$ cat config.mk
export PLATFORM = sky130hd
export DESIGN_NAME = riscv_immext_pipe
export DESIGN_NICKNAME = d
export VERILOG_FILES = /design/src/rtl/riscv_immext_pipe.sv
export SDC_FILE = /design/constraint.sdc
export NUM_CORES = 1
export LEC_CHECK = 0
export ABC_CLOCK_PERIOD_IN_PS = 1900
export BUFFER_PORTS_ARGS = -buffer_cell sky130_fd_sc_hd__buf_4
export CORE_ASPECT_RATIO = 0.5
export CORE_MARGIN = 2
export CORE_UTILIZATION = 30
export DETAILED_ROUTE_END_ITERATION = 7
export PLACE_DENSITY = 0.56
export SYNTH_ARGS = -nofsm -noshare
export SYNTH_HDL_FRONTEND = slang
export SYNTH_SLANG_ARGS = --single-unit
$ cat constraint.sdc
create_clock -name i_clk -period 1.9 [get_ports i_clk]
set_clock_uncertainty 0.05 [all_clocks]
set_input_delay 0.095 -clock i_clk [delete_from_list [all_inputs] [get_ports i_clk]]
set_output_delay 0.095 -clock i_clk [all_outputs]
set_load 0.005 [all_outputs]
$ cat src/rtl/riscv_immext_pipe.sv
// RISC-V immediate extractor with a 2-entry valid/ready skid FIFO.
// The immediate is decoded when a beat is accepted, and each entry stores {imm, tag, err}.
module riscv_immext_pipe #(
  parameter int XLEN = 32,
  parameter int TAGW = 32
) (
  input  logic            i_clk,
  input  logic            i_rstn,
  input  logic            i_flush,
  input  logic            i_valid,
  output logic            o_ready,
  input  logic [31:0]     i_imm_instr,
  input  logic [2:0]      i_imm_src,
  input  logic [TAGW-1:0] i_tag,
  output logic            o_valid,
  input  logic            i_ready,
  output logic [XLEN-1:0] o_imm_ext,
  output logic [TAGW-1:0] o_tag,
  output logic            o_imm_err,
  output logic [7:0]      o_err_cnt
);

  localparam logic [2:0] SRC_I  = 3'd0;
  localparam logic [2:0] SRC_S  = 3'd1;
  localparam logic [2:0] SRC_B  = 3'd2;
  localparam logic [2:0] SRC_U  = 3'd3;
  localparam logic [2:0] SRC_J  = 3'd4;
  localparam logic [2:0] SRC_Z  = 3'd5;
  localparam logic [2:0] SRC_SH = 3'd6;

  logic [63:0]     imm_full;
  logic [XLEN-1:0] imm_new;
  logic            err_new;

  logic [XLEN-1:0] imm_q [2];
  logic [XLEN-1:0] imm_d [2];
  logic [TAGW-1:0] tag_q [2];
  logic [TAGW-1:0] tag_d [2];
  logic            err_q [2];
  logic            err_d [2];

  logic [1:0]      count_q, count_d;
  logic            wr_ptr_q, wr_ptr_d;
  logic            rd_ptr_q, rd_ptr_d;
  logic [7:0]      err_cnt_q, err_cnt_d;
  logic [XLEN-1:0] hold_imm_q, hold_imm_d;
  logic [TAGW-1:0] hold_tag_q, hold_tag_d;
  logic            hold_err_q, hold_err_d;

  logic            push;
  logic            pop;
  logic            unused_ok;

  // Decode into 64 bits, sign-extended from bit 31, then keep the low XLEN bits.
  always_comb begin
    imm_full = '0;
    err_new  = 1'b0;
    case (i_imm_src)
      SRC_I:  imm_full = {{52{i_imm_instr[31]}}, i_imm_instr[31:20]};
      SRC_S:  imm_full = {{52{i_imm_instr[31]}}, i_imm_instr[31:25], i_imm_instr[11:7]};
      SRC_B:  imm_full = {{52{i_imm_instr[31]}}, i_imm_instr[7], i_imm_instr[30:25],
                          i_imm_instr[11:8], 1'b0};
      SRC_U:  imm_full = {{32{i_imm_instr[31]}}, i_imm_instr[31:12], 12'b0};
      SRC_J:  imm_full = {{44{i_imm_instr[31]}}, i_imm_instr[19:12], i_imm_instr[20],
                          i_imm_instr[30:21], 1'b0};
      SRC_Z:  imm_full = {59'b0, i_imm_instr[19:15]};
      SRC_SH: imm_full = (XLEN == 64) ? {58'b0, i_imm_instr[25:20]}
                                      : {59'b0, i_imm_instr[24:20]};
      default: begin
        imm_full = '0;
        err_new  = 1'b1;
      end
    endcase
    imm_new = imm_full[XLEN-1:0];
  end

  assign unused_ok = ^{i_imm_instr[6:0], imm_full};

  assign o_ready = (count_q != 2'd2);
  assign o_valid = (count_q != 2'd0);
  assign push    = i_valid && o_ready && !i_flush;
  assign pop     = o_valid && i_ready && !i_flush;

  // When the FIFO is empty, the outputs replay the last head instead of showing a stale slot.
  assign o_imm_ext = o_valid ? imm_q[rd_ptr_q] : hold_imm_q;
  assign o_tag     = o_valid ? tag_q[rd_ptr_q] : hold_tag_q;
  assign o_imm_err = o_valid ? err_q[rd_ptr_q] : hold_err_q;
  assign o_err_cnt = err_cnt_q;

  always_comb begin
    imm_d      = imm_q;
    tag_d      = tag_q;
    err_d      = err_q;
    count_d    = count_q;
    wr_ptr_d   = wr_ptr_q;
    rd_ptr_d   = rd_ptr_q;
    err_cnt_d  = err_cnt_q;
    hold_imm_d = o_imm_ext;
    hold_tag_d = o_tag;
    hold_err_d = o_imm_err;

    if (push) begin
      imm_d[wr_ptr_q] = imm_new;
      tag_d[wr_ptr_q] = i_tag;
      err_d[wr_ptr_q] = err_new;
      wr_ptr_d        = ~wr_ptr_q;
      if (err_new && (err_cnt_q != 8'hFF)) err_cnt_d = err_cnt_q + 8'd1;
    end
    if (pop) rd_ptr_d = ~rd_ptr_q;

    case ({push, pop})
      2'b10:   count_d = count_q + 2'd1;
      2'b01:   count_d = count_q - 2'd1;
      default: count_d = count_q;
    endcase

    if (i_flush) begin
      count_d  = 2'd0;
      wr_ptr_d = 1'b0;
      rd_ptr_d = 1'b0;
    end
  end

  always_ff @(posedge i_clk or negedge i_rstn) begin
    if (!i_rstn) begin
      for (int i = 0; i < 2; i++) begin
        imm_q[i] <= '0;
        tag_q[i] <= '0;
        err_q[i] <= 1'b0;
      end
      count_q    <= 2'd0;
      wr_ptr_q   <= 1'b0;
      rd_ptr_q   <= 1'b0;
      err_cnt_q  <= 8'd0;
      hold_imm_q <= '0;
      hold_tag_q <= '0;
      hold_err_q <= 1'b0;
    end else begin
      imm_q      <= imm_d;
      tag_q      <= tag_d;
      err_q      <= err_d;
      count_q    <= count_d;
      wr_ptr_q   <= wr_ptr_d;
      rd_ptr_q   <= rd_ptr_d;
      err_cnt_q  <= err_cnt_d;
      hold_imm_q <= hold_imm_d;
      hold_tag_q <= hold_tag_d;
      hold_err_q <= hold_err_d;
    end
  end

endmodule

Word level (Yosys, flattened, before mapping). Cells that the tools add are included.

Flip-flop bits (word level): 207. Latch bits: 0. Bits in writable memories: 0. Bits in read-only memories: 0. Bits of input ports: 72. Output and inout port bits: 75. Memories kept: 0.

Add/sub/neg operators: 3. $mul: 0. Divide/modulo/power cells: 0. $lt $le $gt $ge: 3. Equal/unequal tests: 10. Shift-type cells: 0. Mux-type cells: 27. Bitwise gates (word level): 4. Reductions and logical operators: 14.

Operators by type and width (count): $mux W32 (9); $pmux W32 S7 (1); $bwmux W64 (2); $demux W32 S1 (1); $mux W1 (10); $eq A3 B3 Y1 const B (3); $add A8 B1 Y8 const B (1); $ne A8 B8 Y1 const B (1); $reduce_or A7 Y1 (1); $eq A3 B2 Y1 const B (2); $logic_and A1 B1 Y1 (6); $reduce_bool A2 Y1 (3); $ge A2 B2 Y1 const B (2); $not A1 Y2 (2); $pmux W2 S2 (1); $eq A3 B1 Y1 const B (1); $logic_not A3 Y1 (1); $reduce_bool A3 Y1 (1); $add A2 B1 Y2 const B (1); $bwmux W2 (1); $eq A2 B1 Y1 const B (1); $eq A2 B2 Y1 const B (1); $lt A2 B1 Y1 const B (1); $mux W2 (1); 6 further kinds (7).

Logic depth before layout (Yosys ltp).
Depth in word-level cells: 6. Mapped depth: 7. Gate-level depth less buffers: 4.

Worst setup path after synthesis. OpenSTA, ideal clock, no wires.

Path kind: register -> register. Start point: register count_q[0]. End point: register err_cnt_q[1] (netlist: o_err_cnt[1]). Data arrival time: 1.349 ns. Setup slack: 0.376 ns. Stages on the path, launching flop included: 7. Path buffers: 2. Period minus slack after synthesis: 1.524 ns. Cell sequence: dfrtp_1 nand2b_1 buf_6 and3_1 buf_6 and2_4 mux2_4.

Cells in the longest elaborated chain, start to end: 4.

Ends and longest elaborated chain: start: declaration (line 42) `logic [1:0] count_q, count_d;`; start signal: assignment (line 142) `count_q <= count_d;`; $ne A2 B2 Y1 (line 79) `assign o_ready = (count_q != 2'd2);`; named net o_ready (line 11) `output logic o_ready,`; $logic_and A1 B1 Y1 (2 in a row) (line 81) `assign push = i_valid && o_ready && !i_flush;`; $reduce_and A2 Y1 (no source line); end signal: assignment (line 145) `err_cnt_q <= err_cnt_d;`; end: declaration (line 45) `logic [7:0] err_cnt_q, err_cnt_d;`.

The timed path passes the listed nets, and every way through them passes these cells. A chain may end at the register's enable or synchronous reset.

Final worst setup path.
Start point: register count_q[0]. End point: output port o_tag[7].

Cells in the longest elaborated chain, start to end: 2.

Ends and longest elaborated chain: $reduce_bool A2 Y1 (line 80) `assign o_valid = (count_q != 2'd0);`; $mux W32 (line 86) `assign o_tag = o_valid ? tag_q[rd_ptr_q] : hold_tag_q;`; end: declaration (line 18) `output logic [TAGW-1:0] o_tag,`.

Every way passes these cells.

==> out/metrics.cfg <==
[floorplanning]
num_io_pins = 147
core.rowCount = 44
die_w_um = 248
initial_core_util_pct = 30.7
dieArea_um2 = 31400
die_y_um = 126
core_um2 = 29200

[worst_hold_path]
hold_path_class = in -> reg

[finish]
final_cell_mix = 204 x dfrtp_1, 167 x nand2_1, 157 x buf_4
final_common_cell = dfrtp_1
fin_area_um2 = 12900
final_nets = 1128
syn_to_final_growth_pct = 44.3
drive_above_1_share_pct = 39.0

[timing]
worst_pin_slew_ns = 0.493
whs_ns = 0.0305
layout_setup_ws_ns = -0.114
setup_tns_ns = -3.16
period_minus_slack_ns = 2.01
slew_headroom_pct = 67.0
fin_crit_sh_pct = 106
max_freq_ghz = 0.497
setup_viol_count_final = 77
slew_viol_final = 0
hold_violations = 0
rsz0062_at_grt = true

[logic_synthesis]
muxShareOfSynthArea_pct = 14.4
syn-num-nets = 913
synth_compound_area_share_pct = 9.59
ys_top_cells_by_area = dfrtp_1 58%, mux2i_1 7.9%, nand2_1 7.0%
synth-xor-area-share_pct = 0.586
syn_area_um2 = 8960
avgSynthCellArea_um2 = 10.7
synth-seq-cells = 207
synth_cell_types = 43
synthesis.instances = 840
synth-simple-area-share_pct = 13.7
ys_seq_area_share_pct = 57.8
synth_top_area_share_pct = 57.8
ys_warn_count = 0
synthAdderAreaFrac_pct = 0.265
synth_top_family_by_area = multiplexers
yosys.area.top_type = dfrtp_1

[detailed_routing]
vias = 6930
drtPass1Iterations = 4
wl_um = 26100
drt_iter0_markers = 328
avgViaCountPerCell = 4.75
post_drt_wl_per_cell_um = 17.9
antenna_left = 0
drc_errors = 0

[clock_tree]
cts_sinks = 207
cts_max_path_buffers = 3
clk_pin_slew_ns = 0.06
cts_tree = yes
root_buffer = clkbuf_16
insertion_delay_ns = 0.50
cts_buffers = 22
cts.htree.levels = 1

[critical_path]
cp_max_fo = 11
crit_chain = or2_4, clkbuf_16, nor2_2, a21oi_4, buf_4
endpoint_kind = output port
worst-setup-path-type = reg -> out
worstPathArrival_ns = 1.87
cp-start-kind = register
cp.required_ns = 1.75
slowest_stage = dfrtp_2
worst_path_largest_cell_delay_ns = 0.45

[placed_design]
placed_area_um2 = 10500
numPortBuffers = 139
dp_hpwl_um = 15200
gp_congestion = 0.778
preCtsSetupSlack_ns = 0.174

[global_routing]
grt_overflow = 0
grt_pass1_vias = 7157
grt_max_degree = 62
grt_use_total_pct = 15.5
antenna_found_initial = 0
grt_pass1_wl_um = 39000

[power_and_ir_drop]
finalPower_w = 0.0144
p_int_w = 0.0102
clock_power_share_pct = 28.8
ir_drop_uv = 498
power_switching_w = 0.00427
swShare_pct = 29.6
leakage_nw = 5.76
cellPowerDensity_nw_per_um2 = 1120
p_comb_share_pct = 28.4
seq_power_share_pct = 42.9

[run]
drv_cap = 0

[run_status]
violations = setup timing
status = finished with violations

==> metal layers <==
layer	vias to the layer above	global-route usage [%]	part of all wire, %
met5	-	0	0
met1	3517	19.2	44
met4	0	4.68	2.4
met3	46	2.89	3.2
met2	90	27.4	50
li1	3277	-	-
==> synthesized netlist by cell type (all sizes together) <==
cell / instances
and3b: 2
mux2: 40
and2: 4
a41oi: 1
nand4: 5
nand4b: 1
dfrtp: 207
o21ai: 64
nand2b: 10
xnor2: 3
a21o: 2
nor3b: 2
xor2: 3
inv: 1
o22ai: 1
a31oi: 1
nand2: 167
nor2: 81
nor2b: 1
nand3: 2
a21oi: 90
and2b: 1
ha: 1
or2: 1
buf: 42
and3: 5
o21a: 1
nand3b: 7
a211oi: 5
maj3: 1
mux2i: 71
nor3: 1
clkbuf: 16
==> timing repair <==
item | in CTS | in global routing
pin swaps | 24 | 7
resized for setup | 75 | 127
cloned | 4 | 13
hold buffers | 56 | 0
hold endpoints to repair | 327 | 0
setup endpoints to repair | 65 | 65
setup buffers | 11 | 4
==> power by group through the flow <==
| stage | clock [W] | sequential, W | combinational, W |
|---|---|---|---|
| 2_1_floorplan | 0 | 0.00594 | 0.00177 |
| 3_3_place_gp | 0 | 0.00603 | 0.00306 |
| 3_5_place_dp | 0 | 0.00608 | 0.00312 |
| 4_1_cts | 0.00426 | 0.00604 | 0.00358 |
| 5_1_grt | 0.00446 | 0.00632 | 0.00444 |
| 6_report | 0.00415 | 0.00619 | 0.00409 |
==> flip-flops by register name, summed over array words and instances, names as in the netlist <==
| signal | flops |
|---|---|
| hold_err_q | 1 |
| rd_ptr_q | 1 |
| tag_q | 64 |
| err_q | 2 |
| wr_ptr_q | 1 |
| hold_imm_q | 32 |
| imm_q | 64 |
| hold_tag_q | 32 |
| o_err_cnt | 8 |
| count_q | 2 |
==> final cells by class <==
| class | count | area (um^2) |
|---|---|---|
| fillers | 2683 | 16200 |
| flip-flops and latches | 207 | 5190 |
| diodes | 1 | 2.50 |
| well taps | 391 | 489 |
| clock inverters | 1 | 5.00 |
| inverters | 1 | 3.75 |
| multi-input cells | 577 | 4180 |
| repair buffers | 246 | 2380 |
| clock buffers | 36 | 684 |
==> cell families after synthesis <==
group | Yosys count
buffers and inverters | 59
AOI/OAI and AO/OA | 165
and+or+nand+nor | 290
DFF | 207
xor gates and xnor gates | 6
adders and majority gates | 2
muxes | 111
==> path summary, 6_finish.rpt <==
kind                                   startpoint                  endpoint  slack [ns]  cells after the start
setup / recovery           count_q[0]$_DFFE_PN0P_                  o_tag[7]       -0.11                      5
hold / removal                     i_imm_instr[8]     imm_q[33]$_DFFE_PN0P_        0.03                      5
setup reg to reg           count_q[0]$_DFFE_PN0P_     tag_q[19]$_DFFE_PN0P_       -0.01                      6
hold reg to reg             tag_q[57]$_DFFE_PN0P_     tag_q[57]$_DFFE_PN0P_        0.42                      2
max in group asynchronous                  i_rstn  hold_tag_q[13]$_DFF_PN0_        1.04                      3
min in group asynchronous                  i_rstn  hold_imm_q[21]$_DFF_PN0_        0.05                      2
==> worst max-delay path, delay by kind of cell, from the launching register on <==
family	cells	cell delay (ns)
AOI/OAI and AO/OA	1	0.05
buffers and inverters	2	0.36
DFF	1	0.45
and+or+nand+nor	2	0.50
==> per-stage QoR <==
stage / std cells / utilization [%]
floorplan: 840 / -
finish: 1460 / 44.3
CTS: 1444 / 41.9
detailed placement: 1336 / 36.0
global placement: 1336 / 36.0
global route: 1459 / 44.3
(Power assumes the default switching activity.)
